## src/rtl/cpu_sequencer.sv

```systemverilog
// Multi-cycle control sequencer for an RV32I-style datapath: fetch, decode,
// execute, memory and write-back phases, with a sticky trap for unsupported opcodes.
module cpu_sequencer #(
    parameter int OPWIDTH  = 7,
    parameter int REGWIDTH = 32
) (
    input  logic                clk,
    input  logic                rst,
    input  logic [OPWIDTH-1:0]  opcode,
    input  logic                imem_ready,
    input  logic                dmem_ready,
    input  logic                branch_taken,
    output logic                imem_req,
    output logic                ir_write,
    output logic                dmem_rd,
    output logic                dmem_wr,
    output logic                reg_write,
    output logic                pc_write,
    output logic [1:0]          pc_sel,
    output logic [2:0]          state,
    output logic                illegal,
    output logic [REGWIDTH-1:0] retired
);

    typedef enum logic [2:0] {
        S_FETCH  = 3'd0,
        S_DECODE = 3'd1,
        S_EXEC   = 3'd2,
        S_MEM    = 3'd3,
        S_WB     = 3'd4,
        S_TRAP   = 3'd5
    } state_t;

    localparam logic [OPWIDTH-1:0] OP_RTYPE  = OPWIDTH'(7'b0110011);
    localparam logic [OPWIDTH-1:0] OP_IARITH = OPWIDTH'(7'b0010011);
    localparam logic [OPWIDTH-1:0] OP_ILOAD  = OPWIDTH'(7'b0000011);
    localparam logic [OPWIDTH-1:0] OP_STYPE  = OPWIDTH'(7'b0100011);
    localparam logic [OPWIDTH-1:0] OP_BTYPE  = OPWIDTH'(7'b1100011);
    localparam logic [OPWIDTH-1:0] OP_JAL    = OPWIDTH'(7'b1101111);
    localparam logic [OPWIDTH-1:0] OP_JALR   = OPWIDTH'(7'b1100111);
    localparam logic [OPWIDTH-1:0] OP_LUI    = OPWIDTH'(7'b0110111);
    localparam logic [OPWIDTH-1:0] OP_AUIPC  = OPWIDTH'(7'b0010111);

    localparam logic [1:0] SEL_PC4  = 2'b00;
    localparam logic [1:0] SEL_IMM  = 2'b01;
    localparam logic [1:0] SEL_JALR = 2'b10;

    state_t                state_reg;
    state_t                state_next;
    logic [OPWIDTH-1:0]    op_reg;
    logic [REGWIDTH-1:0]   retired_reg;

    logic                  opcode_legal;
    logic                  imem_req_next;
    logic                  ir_write_next;
    logic                  dmem_rd_next;
    logic                  dmem_wr_next;
    logic                  reg_write_next;
    logic                  pc_write_next;
    logic [1:0]            pc_sel_next;
    logic                  illegal_next;

    always_comb begin
        opcode_legal = 1'b0;
        case (opcode)
            OP_RTYPE, OP_IARITH, OP_ILOAD, OP_STYPE, OP_BTYPE,
            OP_JAL, OP_JALR, OP_LUI, OP_AUIPC: opcode_legal = 1'b1;
            default:                           opcode_legal = 1'b0;
        endcase
    end

    always_ff @(posedge clk or posedge rst) begin
        if (rst) begin
            state_reg <= S_FETCH;
        end else begin
            state_reg <= state_next;
        end
    end

    // The opcode is only sampled in DECODE; later phases work from op_reg alone.
    always_ff @(posedge clk or posedge rst) begin
        if (rst) begin
            op_reg <= '0;
        end else if (state_reg == S_DECODE) begin
            op_reg <= opcode;
        end
    end

    always_ff @(posedge clk or posedge rst) begin
        if (rst) begin
            retired_reg <= '0;
        end else if (pc_write_next) begin
            retired_reg <= retired_reg + REGWIDTH'(1);
        end
    end

    always_comb begin
        state_next     = state_reg;
        imem_req_next  = 1'b0;
        ir_write_next  = 1'b0;
        dmem_rd_next   = 1'b0;
        dmem_wr_next   = 1'b0;
        reg_write_next = 1'b0;
        pc_write_next  = 1'b0;
        pc_sel_next    = SEL_PC4;
        illegal_next   = 1'b0;

        case (state_reg)
            S_FETCH: begin
                imem_req_next = 1'b1;
                if (imem_ready) begin
                    ir_write_next = 1'b1;
                    state_next    = S_DECODE;
                end
            end

            S_DECODE: begin
                state_next = opcode_legal ? S_EXEC : S_TRAP;
            end

            S_EXEC: begin
                if (op_reg == OP_ILOAD || op_reg == OP_STYPE) begin
                    state_next = S_MEM;
                end else if (op_reg == OP_BTYPE) begin
                    pc_write_next = 1'b1;
                    pc_sel_next   = branch_taken ? SEL_IMM : SEL_PC4;
                    state_next    = S_FETCH;
                end else begin
                    state_next = S_WB;
                end
            end

            S_MEM: begin
                if (op_reg == OP_ILOAD) begin
                    dmem_rd_next = 1'b1;
                    if (dmem_ready) begin
                        state_next = S_WB;
                    end
                end else if (op_reg == OP_STYPE) begin
                    dmem_wr_next = 1'b1;
                    if (dmem_ready) begin
                        pc_write_next = 1'b1;
                        state_next    = S_FETCH;
                    end
                end else begin
                    state_next = S_FETCH;
                end
            end

            S_WB: begin
                reg_write_next = 1'b1;
                pc_write_next  = 1'b1;
                if (op_reg == OP_JAL) begin
                    pc_sel_next = SEL_IMM;
                end else if (op_reg == OP_JALR) begin
                    pc_sel_next = SEL_JALR;
                end
                state_next = S_FETCH;
            end

            S_TRAP: begin
                illegal_next = 1'b1;
                state_next   = S_TRAP;
            end

            default: begin
                state_next = S_FETCH;
            end
        endcase
    end

    // Gate with rst so strobes drop in the same cycle reset arrives, even mid-access.
    assign imem_req  = imem_req_next  & ~rst;
    assign ir_write  = ir_write_next  & ~rst;
    assign dmem_rd   = dmem_rd_next   & ~rst;
    assign dmem_wr   = dmem_wr_next   & ~rst;
    assign reg_write = reg_write_next & ~rst;
    assign pc_write  = pc_write_next  & ~rst;
    assign pc_sel    = rst ? SEL_PC4 : pc_sel_next;
    assign illegal   = illegal_next   & ~rst;
    assign state     = state_reg;
    assign retired   = retired_reg;

endmodule

```

## config.mk

```make
export PLATFORM = sky130hd
export DESIGN_NAME = cpu_sequencer
export DESIGN_NICKNAME = d
export VERILOG_FILES = /design/src/rtl/cpu_sequencer.sv
export SDC_FILE = /design/constraint.sdc
export NUM_CORES = 1
export LEC_CHECK = 0
export CAP_MARGIN = 5
export CELL_PAD_IN_SITES_DETAIL_PLACEMENT = 0
export CELL_PAD_IN_SITES_GLOBAL_PLACEMENT = 1
export CORE_UTILIZATION = 40
export DETAILED_ROUTE_END_ITERATION = 10
export GPL_ROUTABILITY_DRIVEN = 0
export PLACE_DENSITY_LB_ADDON = 0.25
export REMOVE_ABC_BUFFERS = 1
export SLEW_MARGIN = 10
export SYNTH_ARGS = -nofsm -noshare
export SYNTH_HDL_FRONTEND = slang
export SYNTH_SLANG_ARGS = --single-unit
```

## constraint.sdc

```tcl
create_clock -name clk -period 5.4 [get_ports clk]
set_input_delay 0.81 -clock clk [delete_from_list [all_inputs] [get_ports clk]]
set_output_delay 0.81 -clock clk [all_outputs]
set_load 0.005 [all_outputs]
```

* Word-level counts from Yosys, hierarchy flattened
Cells that the tools add are included.
** Operators by class
- Add/subtract/negate cells :: 1
- Eq/ne operators :: 22
- Multiplexer cells :: 33
- Bitwise operators :: 8
- Reductions and logical operators :: 4
** Operators by type and width (number)
- equality test 7 bit (second input constant) :: 6
- adder 32 x 1 -> 32 bit (second input constant) :: 1
- equality test 7 x 6 -> 1 bit (second input constant) :: 4
- 2-to-1 mux 3 bit :: 8
- 2-to-1 mux 1 bit :: 19
- one-hot mux 3 bit (5 select lines) :: 1
- equality test 7 x 2 -> 1 bit (second input constant) :: 2
- equality test 7 x 5 -> 1 bit (second input constant) :: 2
- OR reduction 9 bit :: 1
- AND 1 bit :: 7
- equality test 3 x 2 -> 1 bit (second input constant) :: 2
- equality test 3 bit (second input constant) :: 2
- 2-to-1 mux 2 bit :: 3
- inequality test 3 bit (second input constant) :: 2
- one-hot mux 2 bit (2 select lines) :: 1
- equality test 3 x 1 -> 1 bit (second input constant) :: 1
- zero test 3 bit :: 1
- one-hot mux 1 bit (3 select lines) :: 1
- AND reduction 3 bit :: 1
- inequality test 2 bit (second input constant) :: 1
- logical OR 1 bit :: 1
- inverter 1 bit :: 1
** Word-level totals
- Bits in registers :: 42
- Input bits :: 12
- Output and inout bits :: 44

* Depth between registers and ports, before layout
- Depth after elaboration :: 5
- Mapped depth :: 6
- Mapped depth without buffers :: 5

* Least setup slack after synthesis
No wires, ideal clock.
- Path type :: input to output
- Start point :: input rst
- End point :: output pc_sel[1]
- Arrival time :: 2.256 ns
- Required time :: 4.590 ns
- Slack :: 2.334 ns
- Stages :: 3
- Buffers on the path :: 0
- Cells stage by stage :: inv_1 nand4_1 nor4b_1
** On the way
- Cells in the longest elaborated chain, start to end :: 1
** RTL lines
- start, declared :: line 8 : input logic rst,
- 2-to-1 mux 2 bit :: line 179 : assign pc_sel = rst ? SEL_PC4 : pc_sel_next;
- end, declared :: line 19 : output logic [1:0] pc_sel,
Every way passes these cells.

* Worst setup path in the final report
- Start point :: input dmem_ready
- End point :: output pc_write
** On the way
- Cells in the longest elaborated chain, start to end :: 5
** RTL lines
- start, declared :: line 11 : input logic dmem_ready,
- 2-to-1 mux 1 bit :: line 141 : if (dmem_ready) begin
- 2-to-1 mux 1 bit :: line 139 : end else if (op_reg == OP_STYPE) begin
- 2-to-1 mux 1 bit :: line 134 : if (op_reg == OP_ILOAD) begin
- one-hot mux 1 bit (3 select lines) :: line 108 : case (state_reg)
- AND 1 bit :: line 178 : assign pc_write = pc_write_next & ~rst;
- end, declared :: line 18 : output logic pc_write,
Every way passes these cells.

==> metrics.csv <==
metric,value,unit
relSlewSlack,62.3,%
die_y,74.6,µm
critPathBufInv,2,
tns,0,ps
whs_endpoint,retired[31],
clkTransAtPathRegs,80,ps
cp-end-kind,output port,
place_hpwl,3170,µm
fill_cells,469,
synthTopCellsByCount,"42 x dfrtp_1, 20 x xnor2_1, 17 x nand2_1",
yosysTopAreaCell,dfrtp_1,
path_cells,"clkdlybuf4s50_1, and3b_1, o2111ai_2, and2_1, nor2_1, clkdlybuf4s50_1",
viasPerCell,4.97,
fin_skew,1.86,ps
regToRegEndpoint,retired[8],
cpMostUsedCell,clkdlybuf4s50_1,
area_growth,35.4,%
postCtsSetupBuffers,0,
ant_nets,0,
first_global_vias,1531,
antenna_found_initial,0,
grt_setup_unrepaired,false,
detailedPlace.worstSlack,2000,ps
vias,1609,
cts.sinks,42,
die_w,74.6,µm
first_pass_iters,4,
worstPathArrival,2570,ps
synth_top_flop_cell,dfrtp_1,
drt-total-wl,4430,µm
fin_util,56.2,%
synth.distinct_cells,35,
final_nets,266,
power.density,347,mW/mm²
ys_async_sr_fraction,100,%
cts_hold_buf,0,
hold_viol,0,
vdd_drop_max,0.219,mV
leakage,0.00116,µW
ys.warnings.count,0,
period_share,62.6,%
ys_seq_area_share,49.9,%
setup_violations,0,
period_needed,3380,ps
critPathTopFamily,buffers and inverters,
slew_viol_final,0,
hp-start,retired[31],
grt_pass1_wl,7450,µm
cts_resized,0,
max_stage_delay,510,ps
cp_slowest_cell,clkdlybuf4s50_1,
htreeDepth,2,
insertion_delay,290,ps
wl_per_cell,13.7,µm
antenna-diode-count,0,
overflow,0,
netlist_area,0.00211,mm²
synth-seq-cells,42,
die_area,0.00556,mm²
critPathMaxFanout,5,
synth_top_area_share,49.9,%
crit_type,input pin to output port,
synth_edf_count,0,
start_util,41.5,%
hold_class,flop to flop,
syn_area_per_cell,11.0,µm²
cp.required,4590,ps
ff2ff_setup_slack,3260,ps
largest_reg_flops,32,
max_freq,296,MHz
cts_made_buffers,5,
cts_tree,built,
portBuffers,55,
drc,0,
cp-start-kind,input pin,
worst_pin_slew,564,ps
core-area,0.00507,mm²
maxCapViolCount,0,
track_usage,17.8,%
io_pins,56,
first_iter_violations,68,
drive_gt1_share,10.2,%
grt_max_degree,43,
min_path_cells,1,
synthTopCellsByArea,"dfrtp_1 50%, xnor2_1 8.3%, xor2_1 4.6%, mux2_2 4.3%, nand2_1 3.0%",
rows,26,
outcome,"finished, final reports clean",
synth.most_common_cell,dfrtp_1,
startpoint,dmem_ready,
synth_cells,192,
clockBufferDepth,2,
root_buffer,clkbuf_8,
timing.rr.start,state[2],
worst_slack,2020,ps
r2r_cells,5,
-- power breakdown --
group	switching (µW)	total, µW	internal [µW]
clock	107	243	136
sequential	87.6	458	371
combinational	120	288	168
total	314	989	675
-- per-stage QoR --
| stage | hold WS, ps | cells | total power, µW | cell area (µm²) |
|---|---|---|---|---|
| floorplan | 465 | 190 | 616 | 2100 |
| global placement | 460 | 316 | 753 | 2740 |
| detailed placement | 469 | 316 | 756 | 2740 |
| CTS | 481 | 324 | 1000 | 2850 |
| global route | 496 | 324 | 1060 | 2850 |
| finish | 477 | 324 | 989 | 2850 |
-- routing by layer --
metal / wire [µm] / part of all wire [%] / vias to the layer above / GRT usage (%)
met5: 0 / 0 / - / 0
met4: 19 / 0.43 / 0 / 4.40
met3: 239 / 5.4 / 2 / 4.88
met2: 2020 / 46 / 37 / 28.0
met1: 2150 / 49 / 766 / 24.3
li1: - / - / 804 / -
-- layout by cell type, fill, tap and decap left out, types with 5 or more instances in the layout --
cell | Yosys | final
clkdlybuf4s50_1 | 0 | 55
dfrtp_1 | 42 | 42
xnor2_1 | 20 | 20
nand2_1 | 17 | 17
nor2_1 | 12 | 12
xor2_1 | 11 | 11
nand3_1 | 9 | 9
and3_1 | 9 | 9
nor3_1 | 9 | 9
mux2_2 | 8 | 8
nand4_1 | 7 | 7
and4_1 | 5 | 5
and2_1 | 5 | 5
inv_1 | 5 | 5
clkbuf_8 | 0 | 5
-- cell type report --
class | count | area, µm² | area share (%)
clock buffers | 5 | 68.8 | 2.41
clock inverters | 3 | 40.0 | 1.40
inverters | 5 | 18.8 | 0.658
multi-input cells | 143 | 1030 | 36.1
flip-flops and latches | 42 | 1050 | 36.8
well taps | 70 | 87.6 | 3.07
repair buffers | 56 | 558 | 19.6
-- worst max-delay path by stage --
stage	to	depth (start not counted)
floorplan	pc_sel[1]	3
global placement	pc_write	6
detailed placement	pc_write	6
CTS	pc_write	6
global route	pc_write	6
finish	pc_write	6
-- kinds of logic after synthesis --
family / after synthesis / synth area share, %
and+or+nand+nor: 89 / 25.6
adders and majority gates: 1 / 0.594
buffers and inverters: 7 / 1.31
DFF: 42 / 49.9
xor gates and xnor gates: 31 / 12.9
muxes: 8 / 4.28
AOI/OAI and AO/OA: 14 / 5.46
-- worst register-to-register path: cells and delay by family, from the launching register on --
kind,cells,cell delay [ps]
flops,1,560
xor+xnor,1,140
compound gates,2,740
simple gates,2,620
Note: power is estimated with default switching activity, not from simulation.
